===== src/rtl/alu_pkg.sv =====
// Shared encodings for the bit-serial ALU: per-bit control codes, R-type funct codes, FSM states.
package alu_pkg;

  localparam logic [2:0] ALU_AND = 3'b000;
  localparam logic [2:0] ALU_OR  = 3'b001;
  localparam logic [2:0] ALU_ADD = 3'b010;
  localparam logic [2:0] ALU_SUB = 3'b110;
  localparam logic [2:0] ALU_SLT = 3'b111;

  localparam logic [5:0] FUNCT_ADD = 6'b100000;
  localparam logic [5:0] FUNCT_SUB = 6'b100010;
  localparam logic [5:0] FUNCT_AND = 6'b100100;
  localparam logic [5:0] FUNCT_OR  = 6'b100101;
  localparam logic [5:0] FUNCT_SLT = 6'b101010;

  typedef enum logic [1:0] {
    IDLE = 2'd0,
    RUN  = 2'd1,
    FIN  = 2'd2
  } state_t;

endpackage


===== src/rtl/alu_serial_seq_if.sv =====
// Start/done request bundle between the control FSM (master) and the serial ALU (slave).
interface alu_serial_seq_if #(parameter int WIDTH = 32);

  logic             start;
  logic [5:0]       funct;
  logic [WIDTH-1:0] a;
  logic [WIDTH-1:0] b;
  logic             busy;
  logic             done;
  logic [WIDTH-1:0] result;
  logic             zero;
  logic             illegal;

  modport master (
    output start, funct, a, b,
    input  busy, done, result, zero, illegal
  );

  modport slave (
    input  start, funct, a, b,
    output busy, done, result, zero, illegal
  );

endinterface


===== src/rtl/alu_funct_decode.sv =====
// Combinational R-type funct decode to per-bit ALU control; zero latency, no flow control.
module alu_funct_decode
  import alu_pkg::*;
(
  input  logic [5:0] funct,
  output logic [2:0] ctl,
  output logic       inv,
  output logic       illegal
);

  always_comb begin
    ctl     = ALU_AND;
    inv     = 1'b0;
    illegal = 1'b0;
    case (funct)
      FUNCT_ADD: ctl = ALU_ADD;
      FUNCT_SUB: begin ctl = ALU_SUB; inv = 1'b1; end
      FUNCT_AND: ctl = ALU_AND;
      FUNCT_OR:  ctl = ALU_OR;
      FUNCT_SLT: begin ctl = ALU_SLT; inv = 1'b1; end
      default:   illegal = 1'b1;
    endcase
  end

endmodule


===== src/rtl/alu_serial_seq.sv =====
// Bit-serial ALU sequencer: one result bit per cycle LSB-first, done WIDTH cycles after start is
// sampled; start is only honoured while idle, so the requester must hold or retry it.
module alu_serial_seq
  import alu_pkg::*;
#(
  parameter int WIDTH = 32
) (
  input logic             clk,
  input logic             rst_n,
  alu_serial_seq_if.slave bus
);

  localparam int CNT_W = $clog2(WIDTH);
  localparam logic [CNT_W-1:0] LAST = CNT_W'(WIDTH - 1);

  state_t state, state_nxt;

  logic [WIDTH-1:0] a_q, b_q, shift_q, result_q;
  logic [WIDTH-1:0] shift_nxt, fin_result;
  logic [2:0]       ctl_q;
  logic             inv_q, bad_q, carry_q;
  logic [CNT_W-1:0] cnt_q;
  logic             zero_q, illegal_q;

  logic [2:0] dec_ctl;
  logic       dec_inv, dec_illegal;
  logic       ai, bi, bx, s, cout, bit_out, slt_bit;

  alu_funct_decode u_dec (
    .funct   (bus.funct),
    .ctl     (dec_ctl),
    .inv     (dec_inv),
    .illegal (dec_illegal)
  );

  always_ff @(posedge clk) begin
    if (!rst_n) state <= IDLE;
    else        state <= state_nxt;
  end

  always_comb begin
    state_nxt = state;
    case (state)
      IDLE:    if (bus.start) state_nxt = RUN;
      RUN:     if (cnt_q == LAST) state_nxt = FIN;
      FIN:     state_nxt = IDLE;
      default: state_nxt = IDLE;
    endcase
  end

  // One full-adder slice; the last bit's result is folded straight into the final value so
  // that result is already valid in the cycle done is high.
  always_comb begin
    ai        = a_q[cnt_q];
    bi        = b_q[cnt_q];
    bx        = bi ^ inv_q;
    s         = ai ^ bx ^ carry_q;
    cout      = (ai & bx) | (ai & carry_q) | (bx & carry_q);
    case (ctl_q)
      ALU_AND: bit_out = ai & bi;
      ALU_OR:  bit_out = ai | bi;
      default: bit_out = s;
    endcase
    shift_nxt = {bit_out, shift_q[WIDTH-1:1]};
    // Sign of the true difference: MSB sum corrected by the overflow flag.
    slt_bit   = s ^ (carry_q ^ cout);
    if (bad_q)                fin_result = '0;
    else if (ctl_q == ALU_SLT) fin_result = {{(WIDTH-1){1'b0}}, slt_bit};
    else                      fin_result = shift_nxt;
  end

  always_ff @(posedge clk) begin
    if (!rst_n) begin
      a_q       <= '0;
      b_q       <= '0;
      shift_q   <= '0;
      result_q  <= '0;
      ctl_q     <= ALU_AND;
      inv_q     <= 1'b0;
      bad_q     <= 1'b0;
      carry_q   <= 1'b0;
      cnt_q     <= '0;
      zero_q    <= 1'b1;
      illegal_q <= 1'b0;
    end else begin
      case (state)
        IDLE: begin
          if (bus.start) begin
            a_q     <= bus.a;
            b_q     <= bus.b;
            ctl_q   <= dec_ctl;
            inv_q   <= dec_inv;
            bad_q   <= dec_illegal;
            carry_q <= dec_inv;
            cnt_q   <= '0;
            shift_q <= '0;
          end
        end
        RUN: begin
          carry_q <= cout;
          shift_q <= shift_nxt;
          cnt_q   <= cnt_q + 1'b1;
          if (cnt_q == LAST) begin
            result_q  <= fin_result;
            zero_q    <= (fin_result == '0);
            illegal_q <= bad_q;
          end
        end
        default: ;
      endcase
    end
  end

  assign bus.busy    = (state != IDLE);
  assign bus.done    = (state == FIN);
  assign bus.result  = result_q;
  assign bus.zero    = zero_q;
  assign bus.illegal = illegal_q;

endmodule


===== src/flat_wrapper.sv =====
// flat-port wrapper written by rule: the top's interface ports become plain ports
module alu_serial_seq_flat import alu_pkg::*;
#(
  parameter int WIDTH = 32
)
  (clk, rst_n, bus_start, bus_funct, bus_a, bus_b, bus_busy, bus_done, bus_result, bus_zero, bus_illegal);
  alu_serial_seq_if #(.WIDTH(WIDTH)) bus_i ();
  input logic clk;
  input logic rst_n;
  input wire logic [$bits(bus_i.start)-1:0] bus_start;
  input wire logic [$bits(bus_i.funct)-1:0] bus_funct;
  input wire logic [$bits(bus_i.a)-1:0] bus_a;
  input wire logic [$bits(bus_i.b)-1:0] bus_b;
  output wire logic [$bits(bus_i.busy)-1:0] bus_busy;
  output wire logic [$bits(bus_i.done)-1:0] bus_done;
  output wire logic [$bits(bus_i.result)-1:0] bus_result;
  output wire logic [$bits(bus_i.zero)-1:0] bus_zero;
  output wire logic [$bits(bus_i.illegal)-1:0] bus_illegal;
  assign bus_i.start = bus_start;
  assign bus_i.funct = bus_funct;
  assign bus_i.a = bus_a;
  assign bus_i.b = bus_b;
  assign bus_busy = bus_i.busy;
  assign bus_done = bus_i.done;
  assign bus_result = bus_i.result;
  assign bus_zero = bus_i.zero;
  assign bus_illegal = bus_i.illegal;
  alu_serial_seq #(.WIDTH(WIDTH)) u_core (.clk(clk), .rst_n(rst_n), .bus(bus_i));
endmodule

===== config.mk =====
export PLATFORM = sky130hd
export DESIGN_NAME = alu_serial_seq_flat
export DESIGN_NICKNAME = d
export VERILOG_FILES = /design/src/rtl/alu_pkg.sv /design/src/rtl/alu_serial_seq_if.sv /design/src/rtl/alu_funct_decode.sv /design/src/rtl/alu_serial_seq.sv /design/src/flat_wrapper.sv
export SDC_FILE = /design/constraint.sdc
export NUM_CORES = 1
export LEC_CHECK = 0
export ABC_AREA = 1
export BUFFER_PORTS_ARGS = -buffer_cell sky130_fd_sc_hd__buf_2
export CAP_MARGIN = 5
export CORE_UTILIZATION = 59
export CTS_CLUSTER_SIZE = 8
export DETAILED_ROUTE_END_ITERATION = 10
export HOLD_SLACK_MARGIN = 0.02
export PLACE_DENSITY = 0.92
export SLEW_MARGIN = 20
export SYNTH_ARGS = -nofsm -noshare
export SYNTH_HDL_FRONTEND = slang
export SYNTH_SLANG_ARGS = --single-unit

===== constraint.sdc =====
create_clock -name clk -period 4.1 [get_ports clk]
set_input_delay 1.23 -clock clk [delete_from_list [all_inputs] [get_ports clk]]
set_output_delay 1.23 -clock clk [all_outputs]
set_load 0.03 [all_outputs]

== After elaboration in Yosys (flattened, before gate mapping) ==
Index checks and enable logic that the tools add are counted.

* $add $sub $neg: 1
* Order comparisons: 1
* Eq/ne operators: 12
* Mux-type cells: 19
* Bitwise operators: 12
* Reductions and logical operators: 11

{| class="wikitable"
|+ Operators by type and width
! cell !! count
|-
| $mux W32 || 3
|-
| $pmux W32 S2 || 1
|-
| $logic_not A32 Y1 || 1
|-
| $eq A6 B6 Y1 const B || 5
|-
| $pmux W3 S4 || 1
|-
| $bmux W1 S5 || 2
|-
| $pmux W5 S2 || 1
|-
| $reduce_and A2 Y1 || 4
|-
| $lt A5 B6 Y1 const B || 1
|-
| $add A5 B1 Y5 const B || 1
|-
| $eq A5 B5 Y1 const B || 1
|-
| $mux W1 || 5
|-
| $mux W5 || 1
|-
| $reduce_or A5 Y1 || 1
|-
| $xor A1 B1 Y1 || 5
|-
| $and A1 B1 Y1 || 4
|-
| $mux W2 || 2
|-
| $pmux W1 S2 || 2
|-
| $pmux W2 S2 || 1
|-
| $reduce_bool A2 Y1 || 2
|-
| $eq A3 B1 Y1 const B || 1
|-
| $eq A3 B3 Y1 const B || 1
|-
| $logic_not A3 Y1 || 1
|-
| $or A1 B1 Y1 || 3
|-
| 6 further kinds || 6
|}

* Register bits: 143
* Bits of input ports: 73
* Output and inout port bits: 36
* Logic and storage cells: 68

== Logic depth before layout (Yosys ltp) ==
* Depth in word-level cells: 11
* Depth in mapped cells: 19

== Modules after synthesis ==
Synthesis repeated with hierarchy kept, for this count alone.

* Cell total of the unflattened synthesis: 834
* Area, all modules: 5997.0 µm²

{| class="wikitable"
|+ By module, submodules not included
! module !! times used !! cells each !! area each (µm²) !! seq. area each (µm²)
|-
| alu_serial_seq || 1 || 814 || 5896.9 || 2842.7
|-
| alu_funct_decode || 1 || 20 || 100.1 || 0.0
|}

== Worst setup path before layout ==
OpenSTA, ideal clock, no wires.

* Kind: reg2reg
* From: register u_core.cnt_q[0]
* To: register u_core.zero_q (netlist: u_core.bus.zero)
* Data arrival time: 2163 ps
* Required time: 4041 ps
* Slack: 1878 ps
* Cell stages (with the launch flop): 20
* Clock period less this slack: 2222 ps
* Path through: dfxtp_1 > buf_6 > inv_6 > buf_6 > nand2_1 > nand3_1 > nand3_1 > nand2_1 > nand2_1 > nand3_2 > nand2_1 > xnor2_1 > fa_1 > nor2_1 > a211oi_1 > nor2_1 > nand3_1 > nor4_2 > nand2_1 > nand2_1

* Longest elaborated chain between the ends: 11
* Elaborated cells between the ends (all ways): 22
* Classes of those cells: eq/ne (1); mux (7); bitwise (12); reduce/logical (2)

{| class="wikitable"
|+ Ends and longest elaborated chain
! element !! line !! RTL
|-
| start: declaration || alu_serial_seq.sv:22 || <nowiki>logic [CNT_W-1:0] cnt_q;</nowiki>
|-
| start signal: assignment || alu_serial_seq.sv:102 || <nowiki>cnt_q <= cnt_q + 1'b1;</nowiki>
|-
| $bmux W1 S5 || alu_serial_seq.sv:55 || <nowiki>bi = b_q[cnt_q];</nowiki>
|-
| $mux W1 (not written as such) || alu_serial_seq.sv:55 ||
|-
| $xor A1 B1 Y1 || alu_serial_seq.sv:56 || <nowiki>bx = bi ^ inv_q;</nowiki>
|-
| $and A1 B1 Y1 || alu_serial_seq.sv:58 || <nowiki>cout = (ai & bx) | (ai & carry_q) | (bx & carry_q);</nowiki>
|-
| $or A1 B1 Y1 (2 in a row) || alu_serial_seq.sv:58 ||
|-
| $xor A1 B1 Y1 (2 in a row) || alu_serial_seq.sv:66 || <nowiki>slt_bit = s ^ (carry_q ^ cout);</nowiki>
|-
| $mux W32 || alu_serial_seq.sv:68 || <nowiki>else if (ctl_q == ALU_SLT) fin_result = {{(WIDTH-1){1'b0}}, slt_bit};</nowiki>
|-
| $mux W32 || alu_serial_seq.sv:67 || <nowiki>if (bad_q) fin_result = '0;</nowiki>
|-
| $logic_not A32 Y1 || alu_serial_seq.sv:105 || <nowiki>zero_q <= (fin_result == '0);</nowiki>
|-
| end signal: assignment || alu_serial_seq.sv:105 ||
|-
| end: declaration || alu_serial_seq.sv:23 || <nowiki>logic zero_q, illegal_q;</nowiki>
|}

Several ways; a longest one is shown, not always the timed one. The select of a mux whose other input is x is not followed.
A chain may end at the register's enable or synchronous reset.

== Final worst setup path ==
* From: register u_core.cnt_q[0]
* To: register u_core.result_q[7] (netlist: u_core.bus.result[7])

* Longest elaborated chain between the ends: 2

{| class="wikitable"
|+ Ends and longest elaborated chain
! element !! line !! RTL
|-
| $eq A5 B5 Y1 || alu_serial_seq.sv:103 || <nowiki>if (cnt_q == LAST) begin</nowiki>
|-
| $reduce_and A2 Y1 (no line) || -- ||
|-
| end signal: assignment || alu_serial_seq.sv:104 || <nowiki>result_q <= fin_result;</nowiki>
|-
| end: declaration || alu_serial_seq.sv:18 || <nowiki>logic [WIDTH-1:0] a_q, b_q, shift_q, result_q;</nowiki>
|}

No other way between the ends.

==> metrics.log <==
INFO  metric run_status = finished, final reports clean
INFO  metric netlist.area_leader.share = 0.4803
INFO  metric clk_transition_reported_paths = 60 ps
INFO  metric design.die.area = 0.01036 mm²
INFO  metric critical_path.cell_chain = buf_4 -> ha_1 -> inv_1 -> nor3_1 -> ha_1 -> inv_1 -> nor2_4 -> buf_4 -> o21ai_0 -> a21oi_1
INFO  metric critical_path_buf_inv_count = 4
INFO  metric postCtsSetupRepairBufs = 0
INFO  metric stage_delay_of_the_slowest_cell_on_the_critical_path = 880 ps
INFO  metric postCtsResizedCells = 0
INFO  metric cell_at_the_root_of_the_clock_tree = clkbuf_8
INFO  metric nNetsFinal = 972
INFO  metric globalplace.congestion = 0.8194
INFO  metric post-route-cell-area = 0.006930 mm²
INFO  metric grt_setup_unrepaired = no
INFO  metric grt_antenna_before_repair = 0
INFO  metric critical_path_arrival = 3600 ps
INFO  metric worstReg2RegEnd = u_core.bus.result[7]
INFO  metric endpoint_kind = flop
INFO  metric place.detailed.instances = 1009
INFO  metric clock_sink_count = 141
INFO  metric criticalPathCategory = reg2reg
INFO  metric rows = 36
INFO  metric layout.core_utilization = 0.7123
INFO  metric postSynthCellCount = 818
INFO  metric insertedDiodeCount = 0
INFO  metric postCtsHoldBufs = 0
INFO  metric finalSetupViolCount = 0
INFO  metric clk_path_buf_depth = 2
INFO  metric fin_crit = 3155 ps
INFO  metric timing.max_cap.violations = 0
INFO  metric maxClockFrequency = 0.3170 GHz
INFO  metric clk-insertion-delay-late = 530 ps
INFO  metric detailroute.via_count = 5644
INFO  metric drtPass1Iterations = 7
INFO  metric critical_path.max_fanout = 49
INFO  metric hold-path-cell-count = 2
INFO  metric die_height = 101.8 µm
INFO  metric tightest_slew = 856.1 ps
INFO  metric layout.cells.non_filler = 1041
INFO  metric layout_common_cells = nand2_1 (199), dfxtp_1 (141), nor2_1 (140), buf_2 (108), o21ai_0 (100)
INFO  metric yosysTopAreaCell = dfxtp_1
INFO  metric maximum_number_of_pins_on_one_net_before_global_route_repair = 100
INFO  metric p_per_cell_area = 468.9 mW/mm²
INFO  metric yosys-top-cells-area = dfxtp_1 (48%), nand2_1 (13%), nor2_1 (9.0%), o21ai_0 (8.5%), a21oi_1 (6.0%)
INFO  metric netlist-cell-type-count = 32
INFO  metric first_pass_grt_wire_length = 23470 µm
INFO  metric power_leakage = 2.935 nW
INFO  metric global_route.overflow_total = 0
INFO  metric chipWidth = 101.8 µm
INFO  metric peakVddDrop = 0.2592 mV
INFO  metric drt-initial-drc-count = 468
INFO  metric reg2reg_slack = 950 ps
INFO  metric synth.cell_area = 0.005877 mm²
INFO  metric wire_per_inst = 13.48 µm
INFO  metric tns = 0 ps
INFO  metric reg2reg_depth = 10
INFO  metric initial_core_util = 0.6040
INFO  metric syn2layout_area_growth = 17.93%
INFO  metric critPathTopFamily = buffers and inverters
INFO  metric detail_route.wirelength = 14030 µm
INFO  metric drc = 0
INFO  metric io-pin-count = 109
INFO  metric ant_nets = 0
INFO  metric numCtsBuffers = 17
INFO  metric place_area = 0.006355 mm²
INFO  metric via_per_inst = 5.422
INFO  metric finalHoldViolations = 0
INFO  metric seq_area_frac_synth = 0.4803
INFO  metric hold_path_class = reg2reg
INFO  metric worst_setup_path_start_kind = flop
INFO  metric synth-warning-count = 0
INFO  metric finalPower = 0.003250 W
INFO  metric postSynthNetCount = 895
INFO  metric globalRouteTotalUtil = 0.2912
INFO  metric coreArea = 0.009729 mm²
INFO  metric relative_slew_margins = 0.4285
INFO  metric synth_area_per_cell = 7.184 µm²
INFO  metric ys_seq_elements = 141
INFO  metric drv_slew = 0
INFO  metric min_to = u_core.shift_q[1]
INFO  metric post-route-period-util = 0.7694
INFO  metric cp.required = 4550 ps
INFO  metric clock-skew-final = 10.51 ps
INFO  metric layout_cells_sized_above_1 = 0.1795
INFO  metric final_common_cell = nand2_1
INFO  metric cts_tree = yes
INFO  metric cp_slowest_cell = dfxtp_1
INFO  metric reg2reg_from = u_core.cnt_q[0]
INFO  metric port_buffers = 108
INFO  metric via_count_of_the_first_global_routing_pass = 5191
INFO  metric detailedPlacementHpwl = 8707 µm
INFO  metric htree_levels = 4
INFO  metric fillerInstances = 741
INFO  metric hold_start = u_core.shift_q[1]
## worst min-delay path: stages, from the launching register on
cell and delay (ps):
dfxtp_1 310, nand2_1 60, a21oi_1 60
## cell families after synthesis
kind of cell,share of synthesized area
AND/OR/NAND/NOR,0.2861
flip-flops,0.4803
XOR/XNOR,0.001491
AO/OA/AOI/OAI,0.1552
buffers and inverters,0.06579
adder cells (fa/ha/maj),0.01107
## state kept, by name, summed over array words and instances, names as in the netlist
signal	count
u_core.bus.zero	1
u_core.shift_q	31
u_core.state	2
u_core.b_q	32
u_core.ctl_q	3
u_core.bad_q	1
u_core.a_q	32
u_core.cnt_q	5
u_core.bus.result	32
u_core.bus.illegal	1
u_core.carry_q	1
## how the worst max path moves through the flow
| stage | from | endpoint | slack, ps | depth (start not counted) |
|---|---|---|---|---|
| 6_report | u_core.cnt_q[0] | u_core.bus.result[7] | 950 | 10 |
| 5_1_grt | u_core.cnt_q[0] | u_core.bus.zero | 590 | 11 |
| 4_1_cts | u_core.cnt_q[0] | u_core.bus.zero | 1000 | 17 |
| 3_5_place_dp | u_core.cnt_q[0] | u_core.bus.zero | 1090 | 11 |
| 3_3_place_gp | u_core.cnt_q[0] | u_core.bus.zero | 1190 | 11 |
| 2_1_floorplan | u_core.cnt_q[0] | u_core.bus.zero | 1880 | 19 |
## power by group
part	internal (W)	switching [W]	total, W
clock	0.000873	0.000613	0.00149
sequential	0.00143	0.0000439	0.00147
combinational	0.000104	0.000186	0.000291
total	0.00241	0.000843	0.00325
## layer usage
layer / vias up / track usage / wire, µm
met5: - / 0 / 0
li1: 2840 / - / -
met1: 2519 / 0.3718 / 6157
met2: 238 / 0.4688 / 6615
met4: 0 / 0.1237 / 389
met3: 47 / 0.07315 / 871
## synthesized netlist by cell type
library cell  instances
nand2_1             200
o21ai_0             100
clkinv_1              2
buf_1                 1
inv_2                 3
a221oi_1              1
nand2_2               2
o21ai_1               1
nand3_2               3
a31oi_1               1
nand3_1              52
nor2_2                1
ha_1                  2
a211oi_1              2
o221ai_1              1
inv_6                 1
a21oi_2               2
nand4_1               9
dfxtp_1             141
nor2_1              141
nand3b_1              1
nor4_1                1
inv_1                18
a21oi_1              70
buf_6                 7
buf_4                 2
nor3_1                2
clkbuf_1             33
xnor2_1               1
buf_2                14
nor4_2                1
fa_1                  2
## metrics by stage
stage                     setup WS [ps]  hold slack, ps
after floorplan                    1878           440.1
after CTS                          1001           474.9
final                             945.3           473.1
after global placement             1193           449.3
after global routing              586.5           494.4
after detailed placement           1088           460.4
## area by class of cell
cell class / instances / area, µm² / share of cell area
Clock inverter: 15 / 161.4 / 0.02329
Tap cell: 133 / 166.4 / 0.02401
Timing Repair Buffer: 115 / 593.1 / 0.08558
Inverter: 24 / 95.09 / 0.01372
Clock buffer: 17 / 414.1 / 0.05976
Multi-Input combinational cell: 596 / 2678 / 0.3864
Sequential cell: 141 / 2823 / 0.4073
Power figures use the tool's default switching activity.
